### src/rtl/regfile_write_arbiter.sv
// Write-port controller for the register file: round-robin arbitration between the
// ALU (A) and load (B) writeback paths, plus a zero-fill sequence after reset or on demand.
module regfile_write_arbiter #(
    parameter int DATA_WIDTH = 8,
    parameter int ADDR_WIDTH = 3,
    parameter int NUM_REGS   = 8
) (
    input  logic                  CLK,
    input  logic                  RESET,
    input  logic                  A_VALID,
    input  logic [ADDR_WIDTH-1:0] A_ADDR,
    input  logic [DATA_WIDTH-1:0] A_DATA,
    output logic                  A_READY,
    input  logic                  B_VALID,
    input  logic [ADDR_WIDTH-1:0] B_ADDR,
    input  logic [DATA_WIDTH-1:0] B_DATA,
    output logic                  B_READY,
    input  logic                  CLEAR_REQ,
    output logic                  BUSY,
    output logic                  WRITE,
    output logic [ADDR_WIDTH-1:0] INADDRESS,
    output logic [DATA_WIDTH-1:0] IN
);

    typedef enum logic {
        ST_CLEAR = 1'b0,
        ST_RUN   = 1'b1
    } state_t;

    localparam logic LAST_A = 1'b0;
    localparam logic LAST_B = 1'b1;
    localparam logic [ADDR_WIDTH-1:0] CNT_LAST = ADDR_WIDTH'(NUM_REGS - 1);

    state_t                  state_reg, state_next;
    logic [ADDR_WIDTH-1:0]   cnt_reg, cnt_next;
    logic                    last_reg, last_next;
    logic                    write_reg, write_next;
    logic [ADDR_WIDTH-1:0]   inaddress_reg, inaddress_next;
    logic [DATA_WIDTH-1:0]   in_reg, in_next;

    logic grant_a, grant_b;
    logic in_run;

    // With both valid, the requester that did not win last time gets the port.
    assign grant_a = A_VALID && (!B_VALID || (last_reg == LAST_B));
    assign grant_b = B_VALID && (!A_VALID || (last_reg == LAST_A));
    assign in_run  = (state_reg == ST_RUN);

    assign A_READY   = in_run && grant_a && !CLEAR_REQ;
    assign B_READY   = in_run && grant_b && !CLEAR_REQ;
    assign BUSY      = !in_run;
    assign WRITE     = write_reg;
    assign INADDRESS = inaddress_reg;
    assign IN        = in_reg;

    always_comb begin
        state_next     = state_reg;
        cnt_next       = cnt_reg;
        last_next      = last_reg;
        write_next     = 1'b0;
        inaddress_next = inaddress_reg;
        in_next        = in_reg;
        case (state_reg)
            ST_CLEAR: begin
                write_next     = 1'b1;
                inaddress_next = cnt_reg;
                in_next        = '0;
                cnt_next       = cnt_reg + ADDR_WIDTH'(1);
                if (cnt_reg == CNT_LAST) begin
                    state_next = ST_RUN;
                end
            end
            default: begin
                if (CLEAR_REQ) begin
                    state_next = ST_CLEAR;
                    cnt_next   = '0;
                end else if (A_VALID && A_READY) begin
                    write_next     = 1'b1;
                    inaddress_next = A_ADDR;
                    in_next        = A_DATA;
                    last_next      = LAST_A;
                end else if (B_VALID && B_READY) begin
                    write_next     = 1'b1;
                    inaddress_next = B_ADDR;
                    in_next        = B_DATA;
                    last_next      = LAST_B;
                end
            end
        endcase
    end

    always_ff @(posedge CLK) begin
        if (!RESET) begin
            state_reg     <= ST_CLEAR;
            cnt_reg       <= '0;
            last_reg      <= LAST_B;
            write_reg     <= 1'b0;
            inaddress_reg <= '0;
            in_reg        <= '0;
        end else begin
            state_reg     <= state_next;
            cnt_reg       <= cnt_next;
            last_reg      <= last_next;
            write_reg     <= write_next;
            inaddress_reg <= inaddress_next;
            in_reg        <= in_next;
        end
    end

endmodule

### config.mk
export PLATFORM = sky130hd
export DESIGN_NAME = regfile_write_arbiter
export DESIGN_NICKNAME = d
export VERILOG_FILES = /design/src/rtl/regfile_write_arbiter.sv
export SDC_FILE = /design/constraint.sdc
export NUM_CORES = 1
export LEC_CHECK = 0
export CAP_MARGIN = 20
export CORE_ASPECT_RATIO = 0.8
export CORE_MARGIN = 2
export CORE_UTILIZATION = 35
export DETAILED_ROUTE_END_ITERATION = 6
export PLACE_DENSITY = 0.73
export SLEW_MARGIN = 20
export SYNTH_ARGS = -nofsm -noshare
export SYNTH_HDL_FRONTEND = slang
export SYNTH_SLANG_ARGS = --single-unit
### constraint.sdc
create_clock -name CLK -period 1.2 [get_ports CLK]
set_clock_uncertainty 0.05 [all_clocks]
set_input_delay 0.24 -clock CLK [delete_from_list [all_inputs] [get_ports CLK]]
set_output_delay 0.24 -clock CLK [all_outputs]
set_load 0.01 [all_outputs]
==> metrics.md, run 1 <==
| Metric | Value |
|---|---|
| Status | finished, violations left |
| Violated checks | negative setup slack |
| Class of the tightest hold or removal check | reg2reg |
| Worst hold slack | between 400 and 500 ps |
| Static Leakage | a little over 0.0006 uW |
| Die extent in x | roughly 60 um |
| Global-route usage over all layers | 18.6% |
| Core area | around 2400 um2 |
| Number of max-slew violations in the final report | 0 |
| Dpl hpwl | between 1500 and 2000 um |
| CTS Root Cell | clkbuf_4 |
| Ranking of synthesized cells by instance count | 24 x nor2_1, 17 x dfxtp_1, 10 x nand2_1, 9 x nor3_1, 8 x nor4_2 |
| Via count of the first global-routing pass | 903 |
| Number of iterations in the first detailed-routing pass | 4 |
| Mean number of vias per cell | a little over 5 |
| Gate count of the mapped netlist | 103 |
| Residual DRC count | 0 |
| Critical path peak fanout | 7 |
| WL/cell | between 10 and 15 um |
| Nets in the synthesized netlist | 132 |
| Number of buffers inserted during clock tree synthesis | 3 |
| Area growth from synthesis to final layout | 86.7% |
| Antenna violation net count after detailed routing | 0 |
| Max Cap Violations | 0 |
| Part of the power in registers | ~53% |
| Overall die height | roughly 49 um |
| Power share of the combinational group | 17.8% |
| Clock-pin slew on the worst setup and hold paths | 100 ps |
| Fill cell total of the finished layout | between 150 and 200 |
| Transition time at the pin with the least slew margin | 197 ps |
| Launch instance of the worst min-delay path | IN[0]$_SDFFE_PN0P_ |
| Worst slack after detailed placement | -730 ps |
| Starting density of the core | 36.1% |
| Synthesized flop and latch total | 17 |
| Reg2Reg Capture Point | IN[3]$_SDFFE_PN0P_ |
| Full die area | roughly 2900 um2 |
| H-tree depth | 1 |
| RSZ-0062 raised after global routing | yes |
| Clk Latency, worst-skew pair | 310 ps |
| Leading register cell type out of synthesis | dfxtp_1 |
| Internal power | 835 uW |
| Power density over cell area | 688 nW/um2 |
| RD Place Congestion | 0.741 |
| Arrival time reported for the critical path endpoint | between 1500 and 2000 ps |
| Final Hold Vio Count | 0 |
| Number of antenna violations at the first check in global routing | 0 |
| Worst reg2reg path depth | 8 |
| Fraction of final layout cells with drive strength greater than 1 | ~47% |
| Slew margin rel. | roughly 87% |
| Number of clock sinks | 17 |
| Most frequent cell after synthesis | nor2_1 |
| Final count of negative-setup-slack endpoints | 15 |
| Number of warnings reported in the yosys synthesis log | 0 |
| Worst R2R Start | in_run$_SDFF_PN0_ |
| Leading post-synthesis cells by cell area | dfxtp_1 39%, nor4_2 12%, nor2_1 10%, nor3_1 5.2%, nand2_1 4.3% |
| Post-Synthesis Cell Area | approximately 870 um2 |
| Power share of the clock group | about 29% |
| Minimum setup slack in the final design | -254 ps |
| Routed WL | approximately 2700 um |
| CP Class | reg2reg |
| Number of I/O port buffers | ~40 |
| N_diodes | 0 |
| Number of hold buffers added after cts | 0 |
| Kind of launch point of the worst setup path | flop |
| Post-route fraction of the period consumed by the critical path | 121% |
| Worst Setup End Kind | flop |
| Clk buf depth | 2 |
| Wire length of the first global-routing pass | 4090 um |
| IO Pins | between 40 and 50 |
| # nets final | 195 |
| TritonCTS clock tree | built |
| Cell taking the most area after synthesis | dfxtp_1 |
| Maximum clock frequency | around 0.7 GHz |
| Hold-critical path endpoint | IN[0]$_SDFFE_PN0P_ |
| Initial DRC Count | 29 |
| Fraction of registers with async set/reset | 0% |
| Flip-flop count of the largest register after layout | 8 |
| Number of flops mapped to enable cells by yosys | 0 |
| Hold Path Cell Cnt | 2 |
| Sw Pwr | roughly 280 uW |
| Library cells used by synthesis | 25 |
| Final Critical Period | 1450 ps |
| Sequential-to-total area share from yosys stat | around 39% |
| GR Overflow Total | 0 |
| Final total power | roughly 1100 uW |
| Site row count | 16 |
| Yosys top cell area share | 39.2% |
| Register-to-register setup slack | -250 ps |
| Overall via count from detail_route | between 900 and 1,000 |
| Largest net degree at the start of global routing | 13 |
| VDD IR max | between 0.0003 and 0.0004 V |
| Avg Inst Size Synth | roughly 8.4 um2 |
| Proportion of total power due to net switching | between 20% and 30% |
| Data required time at the worst endpoint | 1380 ps |
==> critical path, stage by stage, from the launching register on <==
cell,delay [ps]
dfxtp_2,330
nor2b_4,140
buf_4,130
buf_6,110
o21ai_4,70
buf_6,180
buf_4,130
nor3_4,30
nor4_2,190
==> worst max path at each step <==
stage                                  from            endpoint  slack (ps)  cells after the start
after detailed placement          CLEAR_REQ             B_READY        -730                      6
after global routing      in_run$_SDFF_PN0_             B_READY        -320                      4
after floorplan           in_run$_SDFF_PN0_  IN[7]$_SDFFE_PN0P_         -30                      6
after CTS                 in_run$_SDFF_PN0_             B_READY        -310                      5
after global placement            CLEAR_REQ             B_READY        -750                      6
final                     in_run$_SDFF_PN0_  IN[3]$_SDFFE_PN0P_        -250                      8
==> area by class of cell <==
cell class / count / area (um2) / share of cell area, %
clock buffer: 4 / 26.3 / 1.62
inverter: 2 / 17.5 / 1.08
timing repair buffer: 63 / 559 / 34.5
multi-input combinational: 79 / 638 / 39.4
sequential: 17 / 347 / 21.4
tap: 27 / 33.8 / 2.08
==> layout by cell type, fill, tap and decap left out, types with 2 or more instances in the layout <==
cell and count:
buf_4 15, clkdlybuf4s50_1 23, nand2_1 9, buf_6 8
nor2b_1 4, dlygate4sd2_1 4, nor2_1 23, clkbuf_2 9
dfxtp_1 12, nor4_2 8, mux2i_1 3, nor3_2 4
o221a_1 2, a21oi_1 3, a21oi_2 4, clkbuf_4 3
dfxtp_2 5, nor3_4 5
==> layer usage <==
layer / wire length [um] / global-route usage [%]
met1: 1150 / 23.6
met4: 68 / 9.63
met2: 1350 / 28.8
met3: 130 / 4.55
met5: 0 / 0
==> repair_timing <==
item                                    4_1_cts  5_1_grt
endpoints found under the setup margin       28       30
pin swaps                                     7        7
resized for setup                            55       38
setup buffers                                 5        6
==> power groups by stage <==
stage	sequential, uW	combinational (uW)	clock (uW)
after global routing	596	211	361
after detailed placement	604	179	0
after floorplan	606	47.3	0
after CTS	591	179	331
final	594	199	323
after global placement	603	175	0
==> stage by stage <==
step	TNS [ps]	utilization, %	instances	cell area [um2]
final	-2230	67.5	192	1620
after global routing	-3120	67.5	192	1620
after CTS	-3310	64.1	190	1540
after detailed placement	-9010	59.3	181	1430
after global placement	-8710	59.3	181	1430
after floorplan	-309	-	103	885
==> logic make-up (layout without fill, tap and decap cells) <==
logic type / count (synthesis) / count (layout) / synth area share, %
AO/OA/AOI/OAI: 13 / 13 / 9.80
adder cells (fa/ha/maj): 2 / 2 / 2.88
buffers and inverters: 7 / 69 / 4.47
flip-flops: 17 / 17 / 39.2
multiplexers: 3 / 3 / 3.46
AND/OR/NAND/NOR: 61 / 61 / 40.2
No activity file was read; power rests on OpenSTA's default activity.
==> run 2: changes to the inputs <==
--- a/config.mk
+++ b/config.mk
@@ -11,6 +11,7 @@
 export CORE_UTILIZATION = 35
 export DETAILED_ROUTE_END_ITERATION = 6
 export PLACE_DENSITY = 0.73
+export SETUP_SLACK_MARGIN = 0.02
 export SLEW_MARGIN = 20
 export SYNTH_ARGS = -nofsm -noshare
 export SYNTH_HDL_FRONTEND = slang
==> run 2 against run 1 <==
Final cell count increased by 0.52%. Largest power group unchanged. Clock-buffer cell count unchanged. Utilization grew 2.1 points. Critical path depth fell by 3. Total power shrank 0.45%. Die area unchanged. The flow still finishes with violations (negative setup slack). First-iteration DRC count fell by 21%.
==> metrics.md, run 2 (synthesis gave the netlist of run 1 again) <==
| Metric | Value |
|---|---|
| Hold-critical path endpoint | IN[7]$_SDFFE_PN0P_ (was IN[0]$_SDFFE_PN0P_) |
| Data required time at the worst endpoint | 910 ps (was 1380 ps) |
| Reg2Reg Capture Point | IN[2]$_SDFFE_PN0P_ (was IN[3]$_SDFFE_PN0P_) |
| Global-route usage over all layers | 19.1% (was 18.6%) |
| Routed WL | 2770 um (was 2700 um) |
| Static Leakage | 0.000657 uW (was 0.000618 uW) |
| Final total power | 1110 uW (was 1120 uW) |
| Wire length of the first global-routing pass | 4200 um (was 4090 um) |
| RD Place Congestion | 0.798 (was 0.741) |
| Site row count | 16 (unchanged) |
| Mean number of vias per cell | 5.16 (was 5.08) |
| Met1 usage in global routing | 22.0% (was 23.6%) |
| N_diodes | 0 (unchanged) |
| Full die area | 2900 um2 (unchanged) |
| Violated checks | negative setup slack (unchanged) |
| Post-route fraction of the period consumed by the critical path | 123% (was 121%) |
| CTS Root Cell | clkbuf_4 (unchanged) |
| Maximum clock frequency | 0.676 GHz (was 0.688 GHz) |
| Max Cap Violations | 0 (unchanged) |
| Overall die height | 48.6 um (unchanged) |
| Final Hold Vio Count | 0 (unchanged) |
| Worst R2R Start | in_run$_SDFF_PN0_ (unchanged) |
| Number of I/O port buffers | 41 (unchanged) |
| Final Critical Period | 1480 ps (was 1450 ps) |
| Dpl hpwl | 1960 um (was 1860 um) |
| Slew margin rel. | 79.3% (was 86.8%) |
| Most common library cell in the layout ignoring fill and taps | clkdlybuf4s50_1 |
| Clock-pin slew on the worst setup and hold paths | 100 ps (about the same) |
| CP Class | reg2out (was reg2reg) |
| WL/cell | 14.3 um (was 14.1 um) |
| RSZ-0062 raised after global routing | yes (unchanged) |
| Status | finished, violations left (unchanged) |
| Transition time at the pin with the least slew margin | 310 ps (was 197 ps) |
| Minimum setup slack in the final design | -280 ps (was -254 ps) |
| Number of buffers inserted during clock tree synthesis | 3 (unchanged) |
| Met3 Resource Use GR | 5.08% (was 4.55%) |
| # nets final | 196 (was 195) |
| Launch instance of the worst min-delay path | IN[7]$_SDFFE_PN0P_ (was IN[0]$_SDFFE_PN0P_) |
| Arrival time reported for the critical path endpoint | 1190 ps (was 1630 ps) |
| Post-Route Setup TNS | -2290 ps (was -2230 ps) |
| Number of clock sinks | 17 (unchanged) |
| Via count of the first global-routing pass | 962 (was 903) |
| Starting density of the core | 36.1% (unchanged) |
| IO Pins | 42 (unchanged) |
| GR Overflow Total | 0 (unchanged) |
| Residual DRC count | 0 (unchanged) |
| Most crowded layer after global routing | met2 (unchanged) |
| Number of max-slew violations in the final report | 0 (unchanged) |
| Fraction of final layout cells with drive strength greater than 1 | 50.0% (was 46.7%) |
| Class of the tightest hold or removal check | reg2reg (unchanged) |
| Global Route met2 Usage | 33.5% (was 28.8%) |
| Worst Setup End Kind | primary output (was flop) |
| Most frequent cells in the layout | 23 x clkdlybuf4s50_1, 20 x nor2_1, 11 x dfxtp_1, 11 x buf_6, 11 x buf_4 (was 23 x nor2_1, 23 x clkdlybuf4s50_1, 15 x buf_4) |
| Core area | 2400 um2 (unchanged) |
| Register-to-register setup slack | -180 ps (was -250 ps) |
| Final count of negative-setup-slack endpoints | 17 (was 15) |
| Worst reg2reg path depth | 8 (unchanged) |
| Number of iterations in the first detailed-routing pass | 4 (unchanged) |
| H-tree depth | 1 (unchanged) |
| Largest net degree at the start of global routing | 13 (unchanged) |
| Initial DRC Count | 23 (was 29) |
| Number of antenna violations at the first check in global routing | 0 (unchanged) |
| Area growth from synthesis to final layout | 92.7% (was 86.7%) |
| Overall via count from detail_route | 996 (was 975) |
| Die extent in x | 59.7 um (unchanged) |
| Flip-flop count of the largest register after layout | 8 (unchanged) |
| Kind of launch point of the worst setup path | flop (unchanged) |
| VDD IR max | 0.000660 V (was 0.000400 V) |
| Antenna violation net count after detailed routing | 0 (unchanged) |
| Clk buf depth | 2 (unchanged) |
| TritonCTS clock tree | built (unchanged) |
| Power density over cell area | 664 nW/um2 (was 688 nW/um2) |
| Clk Latency, worst-skew pair | 290 ps (was 310 ps) |
| Hold Path Cell Cnt | 2 (unchanged) |
| Critical path peak fanout | 4 (was 7) |
## run 2: metrics by stage
step	hold WS, ps	setup slack, ps	instance area (um2)	cells	utilization (%)
2_1_floorplan	369	-23.4	948	103	-
3_3_place_gp	464	-764	1500	181	62.5
3_5_place_dp	471	-751	1500	181	62.5
4_1_cts	479	-310	1620	190	67.2
5_1_grt	508	-346	1670	193	69.6
6_report	478	-280	1670	193	69.6
## run 2: critical path, cell delays in order (launching register included)
cell and delay [ps]:
dfxtp_2 340, nor2b_4 130, buf_6 130, nand2_4 50
a21oi_2 110, buf_2 140
## run 2: repair_timing
action,in CTS,in global routing
pin swaps,8,7
endpoints found under the setup margin,27,30
gates resized for setup,61,33
setup buffers,5,5
hold buffers,0,0
## run 2: worst max-delay path by stage
| stage | end | slack, ps | start |
|---|---|---|---|
| floorplan | INADDRESS[1]$_SDFFE_PN0P_ | -20 | in_run$_SDFF_PN0_ |
| global placement | B_READY | -760 | CLEAR_REQ |
| detailed placement | B_READY | -750 | CLEAR_REQ |
| CTS | B_READY | -310 | in_run$_SDFF_PN0_ |
| global route | B_READY | -350 | in_run$_SDFF_PN0_ |
| finish | B_READY | -280 | in_run$_SDFF_PN0_ |
## run 2: report_power, final
group	total, uW	switching [uW]	internal, uW
combinational	197	74.3	123
sequential	594	12.9	581
clock	319	190	129
total	1110	277	833
## run 2: cell type report
cell class / count / area, um2
repair buffers: 64 / 606
inverters: 2 / 25.0
flip-flops and latches: 17 / 348
well taps: 27 / 33.8
fillers: 187 / 729
clock buffers: 4 / 26.3
multi-input cells: 79 / 634
## run 2: per-layer routing
| layer | vias to the layer above | routed length, um |
|---|---|---|
| li1 | 487 | - |
| met1 | 482 | 1120 |
| met2 | 23 | 1470 |
| met3 | 4 | 133 |
| met4 | 0 | 36 |
| met5 | - | 0 |
==> run 3: changes to the inputs <==
--- a/config.mk
+++ b/config.mk
@@ -10,6 +10,8 @@
 export CORE_MARGIN = 2
 export CORE_UTILIZATION = 35
 export DETAILED_ROUTE_END_ITERATION = 6
+export GPL_ROUTABILITY_DRIVEN = 0
+export MAX_ROUTING_LAYER = met4
 export PLACE_DENSITY = 0.73
 export SETUP_SLACK_MARGIN = 0.02
 export SLEW_MARGIN = 20
==> results of run 3 <==
The final DEF is identical to that of run 2; final timing and power are the same.
Main changes from that run: overall routing resource usage 19.1% -> 19.7%
